**config.mk**
```make
export PLATFORM = sky130hd
export DESIGN_NAME = stack_mem_responder
export DESIGN_NICKNAME = d
export VERILOG_FILES = /design/src/rtl/stack_mem_pkg.sv /design/src/rtl/stack_mem_array.sv /design/src/rtl/stack_mem_responder.sv
export SDC_FILE = /design/constraint.sdc
export NUM_CORES = 2
export LEC_CHECK = 0
export CELL_PAD_IN_SITES_DETAIL_PLACEMENT = 0
export CELL_PAD_IN_SITES_GLOBAL_PLACEMENT = 2
export CORE_MARGIN = 10
export CORE_UTILIZATION = 30
export CTS_CLUSTER_DIAMETER = 60
export DETAILED_ROUTE_END_ITERATION = 12
export PLACE_DENSITY = 0.54
export SYNTH_ARGS = -nofsm -noshare
export SYNTH_HDL_FRONTEND = slang
export SYNTH_SLANG_ARGS = --single-unit
```
**constraint.sdc**
```tcl
create_clock -name clk -period 4.25 [get_ports clk]
set_input_delay 0.425 -clock clk [delete_from_list [all_inputs] [get_ports clk]]
set_output_delay 0.425 -clock clk [all_outputs]
set_load 0.01 [all_outputs]
```
**src/rtl/stack_mem_pkg.sv**
```systemverilog
// rtl/stack_mem_pkg.sv - shared sizes, state encoding and typedefs for the stack machine memory responder
package stack_mem_pkg;

  localparam int ADDR_W = 8;
  localparam int DATA_W = 8;
  localparam int DEPTH  = 256;

  typedef enum logic {
    LOAD  = 1'b0,
    SERVE = 1'b1
  } mem_state_t;

  typedef logic [ADDR_W-1:0] addr_t;
  typedef logic [DATA_W-1:0] data_t;

endpackage

```
**src/rtl/stack_mem_array.sv**
```systemverilog
// rtl/stack_mem_array.sv - single-port byte storage, synchronous write, registered read-before-write
module stack_mem_array
#(
  parameter int ADDR_W = stack_mem_pkg::ADDR_W,
  parameter int DATA_W = stack_mem_pkg::DATA_W,
  parameter int DEPTH  = stack_mem_pkg::DEPTH
)
(
  input  logic              clk,
  input  logic              rst,
  input  logic [ADDR_W-1:0] addr,
  input  logic              we,
  input  logic [DATA_W-1:0] wdata,
  input  logic              rd_en,
  output logic [DATA_W-1:0] rdata
);

  logic [DATA_W-1:0] mem [DEPTH];

  // Storage is deliberately not reset; a program load overwrites what it needs.
  always_ff @(posedge clk) begin
    if (we) begin
      mem[addr] <= wdata;
    end
  end

  // rdata samples the pre-write contents, giving read-before-write on a collision.
  always_ff @(posedge clk) begin
    if (rst) begin
      rdata <= '0;
    end else if (rd_en) begin
      rdata <= mem[addr];
    end
  end

endmodule

```
**src/rtl/stack_mem_responder.sv**
```systemverilog
// rtl/stack_mem_responder.sv - program loader and memory responder for the stack machine core
// Optional write protection of the loaded image: STACK_MEM_WRITE_PROTECT_EN
module stack_mem_responder
#(
  parameter int ADDR_W = stack_mem_pkg::ADDR_W,
  parameter int DATA_W = stack_mem_pkg::DATA_W,
  parameter int DEPTH  = stack_mem_pkg::DEPTH
)
(
  input  logic              clk,
  input  logic              rst,
  input  logic              load_valid,
  input  logic [DATA_W-1:0] load_data,
  input  logic              load_last,
  output logic              load_ready,
  input  logic [ADDR_W-1:0] mem_addr,
  input  logic [DATA_W-1:0] data_in,
  input  logic              wr_en,
  output logic [DATA_W-1:0] data_out,
  output logic              core_rst,
  output logic [ADDR_W:0]   prog_len,
  output logic              wr_viol
);

  import stack_mem_pkg::*;

  mem_state_t        state;
  logic [ADDR_W-1:0] ptr;
  logic              serve;
  logic              load_fire;
  logic              load_done;
  logic              wr_block;
  logic [ADDR_W-1:0] arr_addr;
  logic              arr_we;
  logic [DATA_W-1:0] arr_wdata;

  assign serve     = (state == SERVE);
  assign load_fire = !serve && load_valid && load_ready;
  // Leaving at the last slot keeps ptr from ever wrapping back onto byte 0.
  assign load_done = load_last || (ptr == ADDR_W'(DEPTH - 1));

`ifdef STACK_MEM_WRITE_PROTECT_EN
  assign wr_block = wr_en && ({1'b0, mem_addr} < prog_len);
`else
  assign wr_block = 1'b0;
`endif

  assign arr_addr  = serve ? mem_addr : ptr;
  assign arr_wdata = serve ? data_in  : load_data;
  assign arr_we    = load_fire || (serve && wr_en && !wr_block);

  stack_mem_array #(
    .ADDR_W (ADDR_W),
    .DATA_W (DATA_W),
    .DEPTH  (DEPTH)
  ) u_array (
    .clk   (clk),
    .rst   (rst),
    .addr  (arr_addr),
    .we    (arr_we),
    .wdata (arr_wdata),
    .rd_en (serve),
    .rdata (data_out)
  );

  always_ff @(posedge clk) begin
    if (rst) begin
      state      <= LOAD;
      ptr        <= '0;
      prog_len   <= '0;
      load_ready <= 1'b1;
      core_rst   <= 1'b1;
      wr_viol    <= 1'b0;
    end else begin
      wr_viol <= serve && wr_block;
      unique case (state)
        LOAD: begin
          if (load_fire) begin
            prog_len <= prog_len + (ADDR_W+1)'(1);
            if (load_done) begin
              state      <= SERVE;
              load_ready <= 1'b0;
              core_rst   <= 1'b0;
            end else begin
              ptr <= ptr + ADDR_W'(1);
            end
          end
        end
        SERVE: begin
          state <= SERVE;
        end
        default: begin
          state <= LOAD;
        end
      endcase
    end
  end

endmodule

```
Yosys cells after proc, flatten, opt, wreduce, memory -nomap -nowiden
Memories as Yosys holds them, arrays and structs flattened. A register that Yosys moved wholly into a read port is not among the register bits. Index checks and enable logic that the tools add are counted.

Flip-flop bits (word level): 19. Latch bits: 0. RAM bits: 2048. ROM bits: 0. Input bits: 29. Output and inout port bits: 20. Logic and storage cells: 26. Memories: 1.

Memories: u_array.mem (words 256, width 8, read ports 1, clocked after memory_dff 1, write ports 1, line stack_mem_array.sv:18) `logic [DATA_W-1:0] mem [DEPTH];`.

Add/sub/neg operators: 2. Multiply operators: 0. Divide/modulo/power cells: 0. $lt $le $gt $ge: 0. Equality and inequality tests: 1. Shifts and indexed selects: 0. Mux-type cells: 7. Bitwise gates (word level): 2. Reduce and logical (&&, ||, !) cells: 9.

Operator list (number): 2-to-1 mux 8 bit (2); adder 9 x 1 -> 9 bit (second input constant) (1); adder 8 x 1 -> 8 bit (second input constant) (1); equality test 8 bit (second input constant) (1); AND reduction 3 bit (2); 2-to-1 mux 1 bit (4); logical AND 1 bit (3); logical OR 1 bit (2); NOT 1 bit (2); one-hot mux 1 bit (2 select lines) (1); AND reduction 2 bit (1); zero test 1 bit (1).

Depth between registers and ports, before layout
Depth after elaboration: 6. Depth in mapped cells: 13. Gate-level depth less buffers: 8.

Cells and area by module
Synthesis repeated with hierarchy kept, for this count alone.

Cell total of the unflattened synthesis: 3928. Area total of the unflattened synthesis: 81242.9 µm².

Modules (own cells, without submodules): stack_mem_array (times used 1, cells each 3813, area an instance 80143.1 µm², sequential area each 61659.1 µm²); stack_mem_responder (times used 1, cells each 115, area an instance 1099.8 µm², sequential area each 380.4 µm²).

Worst setup path after synthesis
Ideal clock, no wire load.

Path kind: flip-flop to flip-flop. Start point: register state, in the netlist serve. End point: memory u_array.mem[0][5] (data pin). Setup time: 556 ps. Data arrival time: 3316 ps. Required time: 3694 ps. Path slack: 378 ps. Stages on the path, launching flop included: 6. Buffers on the path: 4. Clock period less this slack: 3872 ps. Cells stage by stage: dfxtp_1 > buf_2 > buf_4 > clkbuf_1 > clkbuf_1 > mux2_2.

Cells in the longest elaborated chain, start to end: 1.

Ends and longest elaborated chain: start: declaration (line stack_mem_responder.sv:27) `mem_state_t state;`; start signal: assignment (line stack_mem_responder.sv:68) `state <= LOAD;`; start signal: assignment (line stack_mem_responder.sv:81) `state <= SERVE;`; start signal: assignment (line stack_mem_responder.sv:90) `state <= SERVE;`; 2-to-1 mux 8 bit (line stack_mem_responder.sv:49) `assign arr_wdata = serve ? data_in : load_data;`; net arr_wdata[5] (line stack_mem_responder.sv:35) `logic [DATA_W-1:0] arr_wdata;`; end: declaration (line stack_mem_array.sv:18).

The timed path passes the listed nets, and every way through them passes these cells.

Worst setup path after layout
Start point: register state, in the netlist serve. End point: register u_array.rdata[1] (read register of u_array.mem).

Cells in the longest elaborated chain, start to end: 1.

Ends and longest elaborated chain: 2-to-1 mux 8 bit (line stack_mem_responder.sv:48) `assign arr_addr = serve ? mem_addr : ptr;`; end: declaration (line stack_mem_array.sv:15) `output logic [DATA_W-1:0] rdata`.

Several ways; a longest one is shown, not always the timed one. A chain may end at the register's enable or synchronous reset.

==> results.md <==
Run status:
- The flow ran to the end, and the final reports show no timing, DRC or antenna violations.

Synth:
- The netlist area before placement is slightly above 0.08 mm².
- Synthesis produced roughly 4,600 cells.
- The top-area cell type share of the netlist area is approximately 76%.
- The flip-flop and latch count after synthesis is 2,075.
- The most frequently used cell type in the post-synthesis netlist is sky130_fd_sc_hd__edfxtp_1.
- Ranked by instance count, the synthesized netlist is headed by sky130_fd_sc_hd__edfxtp_1, sky130_fd_sc_hd__nand2_1, sky130_fd_sc_hd__mux4_2, sky130_fd_sc_hd__nor2_1, sky130_fd_sc_hd__nand3_1.
- Yosys attributes the largest share of cell area to sky130_fd_sc_hd__edfxtp_1, sky130_fd_sc_hd__mux4_2, sky130_fd_sc_hd__nand2_1.
- The count of cell types in the netlist is 63.
- For this run, the leading register cell type out of synthesis is sky130_fd_sc_hd__edfxtp_1.
- The post-synthesis average cell area is about 18 µm².
- The synthesized design contains about 2,000 enable-type register cells.
- The synthesized design spends more area on one cell type than any other, namely sky130_fd_sc_hd__edfxtp_1.
- The number of nets in the synthesized netlist is 4,616.
- Yosys printed 0 warnings.
- Of the synthesized area, sequential elements account for between 70 and 80%.
- Counting flops with an async set or reset pin after synthesis yields a share of 0%.

GRT:
- The first global-routing pass estimated about 370,000 µm of wire.
- The via count of the first global-routing pass was roughly 46,000.
- The overflow left after global routing is 0.
- The global-route usage over all layers is about 18%.
- The number of antenna violations at the first check in global routing is 13.
- The largest net degree at the start of global routing is approximately 130.

Cells and area:
- Cells with a size suffix above 1 make up approximately 24% of the layout.
- Compared with the post-synthesis result, the final layout area differs by 20.5%.
- The cell area after layout is slightly below 0.1 mm².
- The total number of nets in the final design is approximately 5,200.
- Cells fill between 30% and 40% of the core in the end.

Hold path:
- Along the worst hold path, the cell count comes to 4.
- The path class of the tightest hold or removal check is input pin to register.
- The startpoint of the tightest hold check path is load_last.
- The end point of the worst hold path is serve$_SDFF_PP0_.

Clock tree:
- TritonCTS built the clock tree.
- After clock tree synthesis, the setup repair step added 0 buffers.
- Gates resized during post-CTS repair numbered 3.
- The maximum count of clock buffers along a single path is 3.
- The H-tree depth reported by CTS is 4.
- The clock insertion delay at the later pin of the skew report is ~0.89 ns.
- The post-cts hold buffer count is 0.
- Clock tree synthesis found a total of 2,075 sinks.
- The number of clock buffers added by TritonCTS is 228.
- After clock tree synthesis, the clock-pin slew on the worst setup and hold paths is approximately 0.060 ns.
- Clock tree synthesis selected as its root buffer the cell sky130_fd_sc_hd__clkbuf_16.

Routing:
- The final routed wirelength across all metal layers is ~270,000 µm.
- In the final routed layout, each cell accounts on average for just under 30 µm.
- After detailed routing, the number of remaining DRC violations is 0.
- The count of routing violations after the opening detailed-route iteration is 4,523.
- The count of nets left with antenna violations once routing finished came out at 0.
- The ratio of routed vias to standard cells is between 5 and 6.
- The number of iterations in the first detailed-routing pass is 7.
- The final route contains roughly 45,000 vias.

Setup path:
- Of all nets on the critical path, the largest fanout is 27.
- The startpoint of the worst-slack reg-to-reg timing path is serve$_SDFF_PP0_.
- The library cell contributing the largest single delay on the critical path is sky130_fd_sc_hd__dfxtp_4.
- Walking the worst path, the cells encountered are mux2_8, buf_12, buf_12, buf_4, mux4_2, a22oi_1, a21oi_1, nor4b_2, buf_4, a41oi_1.
- The worst path arrival time is approximately 4.8 ns.
- The required time reported for the critical path endpoint is 4.97 ns.
- Setup slack on the worst reg-to-reg path comes out at 0.16 ns.
- The worst stage delay on the critical path is around 0.6 ns.
- In this run the critical register-to-register path is captured at u_array.rdata[1]$_SDFFE_PP0P_.
- The capturing element type of the critical path is a register.
- Measured in cells, the most critical reg-to-reg path has a length of 10.
- The kind of launch point of the worst setup path is a register.
- The type of the worst setup path is register to register.

Placement:
- At the end of routability-driven placement, the weighted congestion stood at about 0.8.
- The detailed placer's ending HPWL is between 150,000 and 200,000 µm.
- The number of buffers added on ports is 47.
- The total placed instance area is around 0.09 mm².

Flow run:
- The tool flagged a number of max-cap violations equal to 0.

Power and ir drop:
- The power per unit of standard cell area is slightly below 500 mW/mm².
- The overall power of the completed layout is 46.9 mW.
- The worst supply voltage drop on vdd is just over 0.4 mV.
- The static power due to leakage is around 31 nW.

Die:
- Row generation in the floorplan step produced between 150 and 200 rows.
- After floorplanning, the core was sized to cover approximately 0.27 mm².
- In this run the horizontal extent of the chip is 540 µm.
- The chip height is around 540 µm.
- The initial core utilization is a little under a third.
- The die covers 0.291 mm².
- The I/O pin total is roughly 50.

STA:
- The time the worst path needs with I/O delays and setup is between 4 and 5 ns.
- The worst slack on hold paths is between 0.3 and 0.4 ns.
- The final number of setup-violating endpoints is 0.
- The share of the cycle needed by the critical path after routing is 96.2%.
- At the pin with the least slew margin, the transition time is approximately 1.3 ns.
- The final max-slew violation count is 0.
- The final hold violation count is 0.
- On the final layout, the worst clock skew is 0.108 ns.
- The peak clock frequency supported by timing is ~240 MHz.
- The worst pin sits at a relative slew slack of between 10% and 20%.
- The final total negative setup slack is 0 ns.
- Setup repair after global routing left no endpoint under its margin.
## logic make-up (layout without fill, tap and decap cells)
group	Yosys count	count (layout)	synth area share [%]
flip-flops	2075	2075	76.6
AND/OR/NAND/NOR	1369	1369	7.13
adder cells (fa/ha/maj)	2	2	0.0309
other	1	10	0.00463
AO/OA/AOI/OAI	394	394	3.50
XOR/XNOR	13	13	0.141
multiplexers	430	430	10.7
buffers and inverters	301	1056	1.92
## per-layer routing
layer  global-route usage, %  wire [µm]  vias to the layer above
met2                    29.3     128000                     1136
met5                       0         11                        -
met4                    3.86       5710                        2
met1                    24.9     118000                    24200
li1                        -          -                    19400
met3                    2.74      13400                      296
## flip-flops by register name, summed over array words and instances, names as in the netlist
name,flops
ptr,8
serve,1
core_rst,1
u_array.mem,2048
u_array.rdata,8
prog_len,9
## worst max-delay path: cells and delay by family (launching register included)
family	cells	cell delay [ns]
muxes	2	0.99
and+or+nand+nor	1	0.55
DFF	1	0.60
AOI/OAI and AO/OA	3	0.72
buffers and inverters	4	0.98
## cells in the final DEF, fill, tap and decap left out, types with 10 or more instances in the layout
master                            count
sky130_fd_sc_hd__dfxtp_1             26
sky130_fd_sc_hd__clkbuf_1            43
sky130_fd_sc_hd__nor2_4              10
sky130_fd_sc_hd__a21oi_1             70
sky130_fd_sc_hd__a31oi_1             49
sky130_fd_sc_hd__nor2_1             248
sky130_fd_sc_hd__o22ai_1             16
sky130_fd_sc_hd__mux4_2             343
sky130_fd_sc_hd__edfxtp_1          2048
sky130_fd_sc_hd__and3_1              30
sky130_fd_sc_hd__clkdlybuf4s50_1     47
sky130_fd_sc_hd__nand4_1             43
sky130_fd_sc_hd__clkbuf_16          228
sky130_fd_sc_hd__a311oi_1            46
sky130_fd_sc_hd__a41oi_1             13
sky130_fd_sc_hd__nand2_1            718
sky130_fd_sc_hd__buf_12              66
sky130_fd_sc_hd__bufinv_16           28
sky130_fd_sc_hd__nand3_1            240
sky130_fd_sc_hd__o21ai_0             20
sky130_fd_sc_hd__mux2_8              10
sky130_fd_sc_hd__clkinv_16           11
sky130_fd_sc_hd__a221oi_1            22
sky130_fd_sc_hd__nor3_1              42
sky130_fd_sc_hd__clkinv_2            31
sky130_fd_sc_hd__buf_4              524
sky130_fd_sc_hd__a32oi_1             21
sky130_fd_sc_hd__a22oi_1             84
sky130_fd_sc_hd__clkinv_1            56
sky130_fd_sc_hd__mux2i_1             68
## layout make-up
class | instances | area, µm²
fill | 25000 | 171000
sequential | 2075 | 62000
multi-input combinational | 2209 | 17700
clock buffer | 271 | 5870
timing repair buffer | 637 | 5730
tap | 3552 | 4440
clock inverter | 145 | 1740
antenna | 9 | 22.5
inverter | 3 | 11.3
## stage by stage
stage | std cells | worst slack, ns
2_1_floorplan | 4585 | 0.378
3_3_place_gp | 8476 | -0.557
3_5_place_dp | 8476 | -0.535
4_1_cts | 8892 | 0.0491
5_1_grt | 8894 | 0.0171
6_report | 8901 | 0.163
## how the worst max path moves through the flow
stage | from | endpoint | slack [ns] | cells past startpoint
after global placement | mem_addr[0] | u_array.rdata[1]$_SDFFE_PP0P_ | -0.56 | 11
after detailed placement | mem_addr[0] | u_array.rdata[0]$_SDFFE_PP0P_ | -0.53 | 11
after floorplan | serve$_SDFF_PP0_ | u_array.mem[0][5]$_DFFE_PP_ | 0.38 | 5
after global routing | serve$_SDFF_PP0_ | u_array.rdata[1]$_SDFFE_PP0P_ | 0.02 | 10
final | serve$_SDFF_PP0_ | u_array.rdata[1]$_SDFFE_PP0P_ | 0.16 | 10
after CTS | serve$_SDFF_PP0_ | u_array.rdata[1]$_SDFFE_PP0P_ | 0.05 | 10
## power by group
group          switching [mW]  total, mW  internal, mW
sequential             0.0397       22.8          22.8
combinational            2.59       4.00          1.41
clock                    8.50       20.1          11.6
Note: power is estimated with default switching activity, not from simulation.
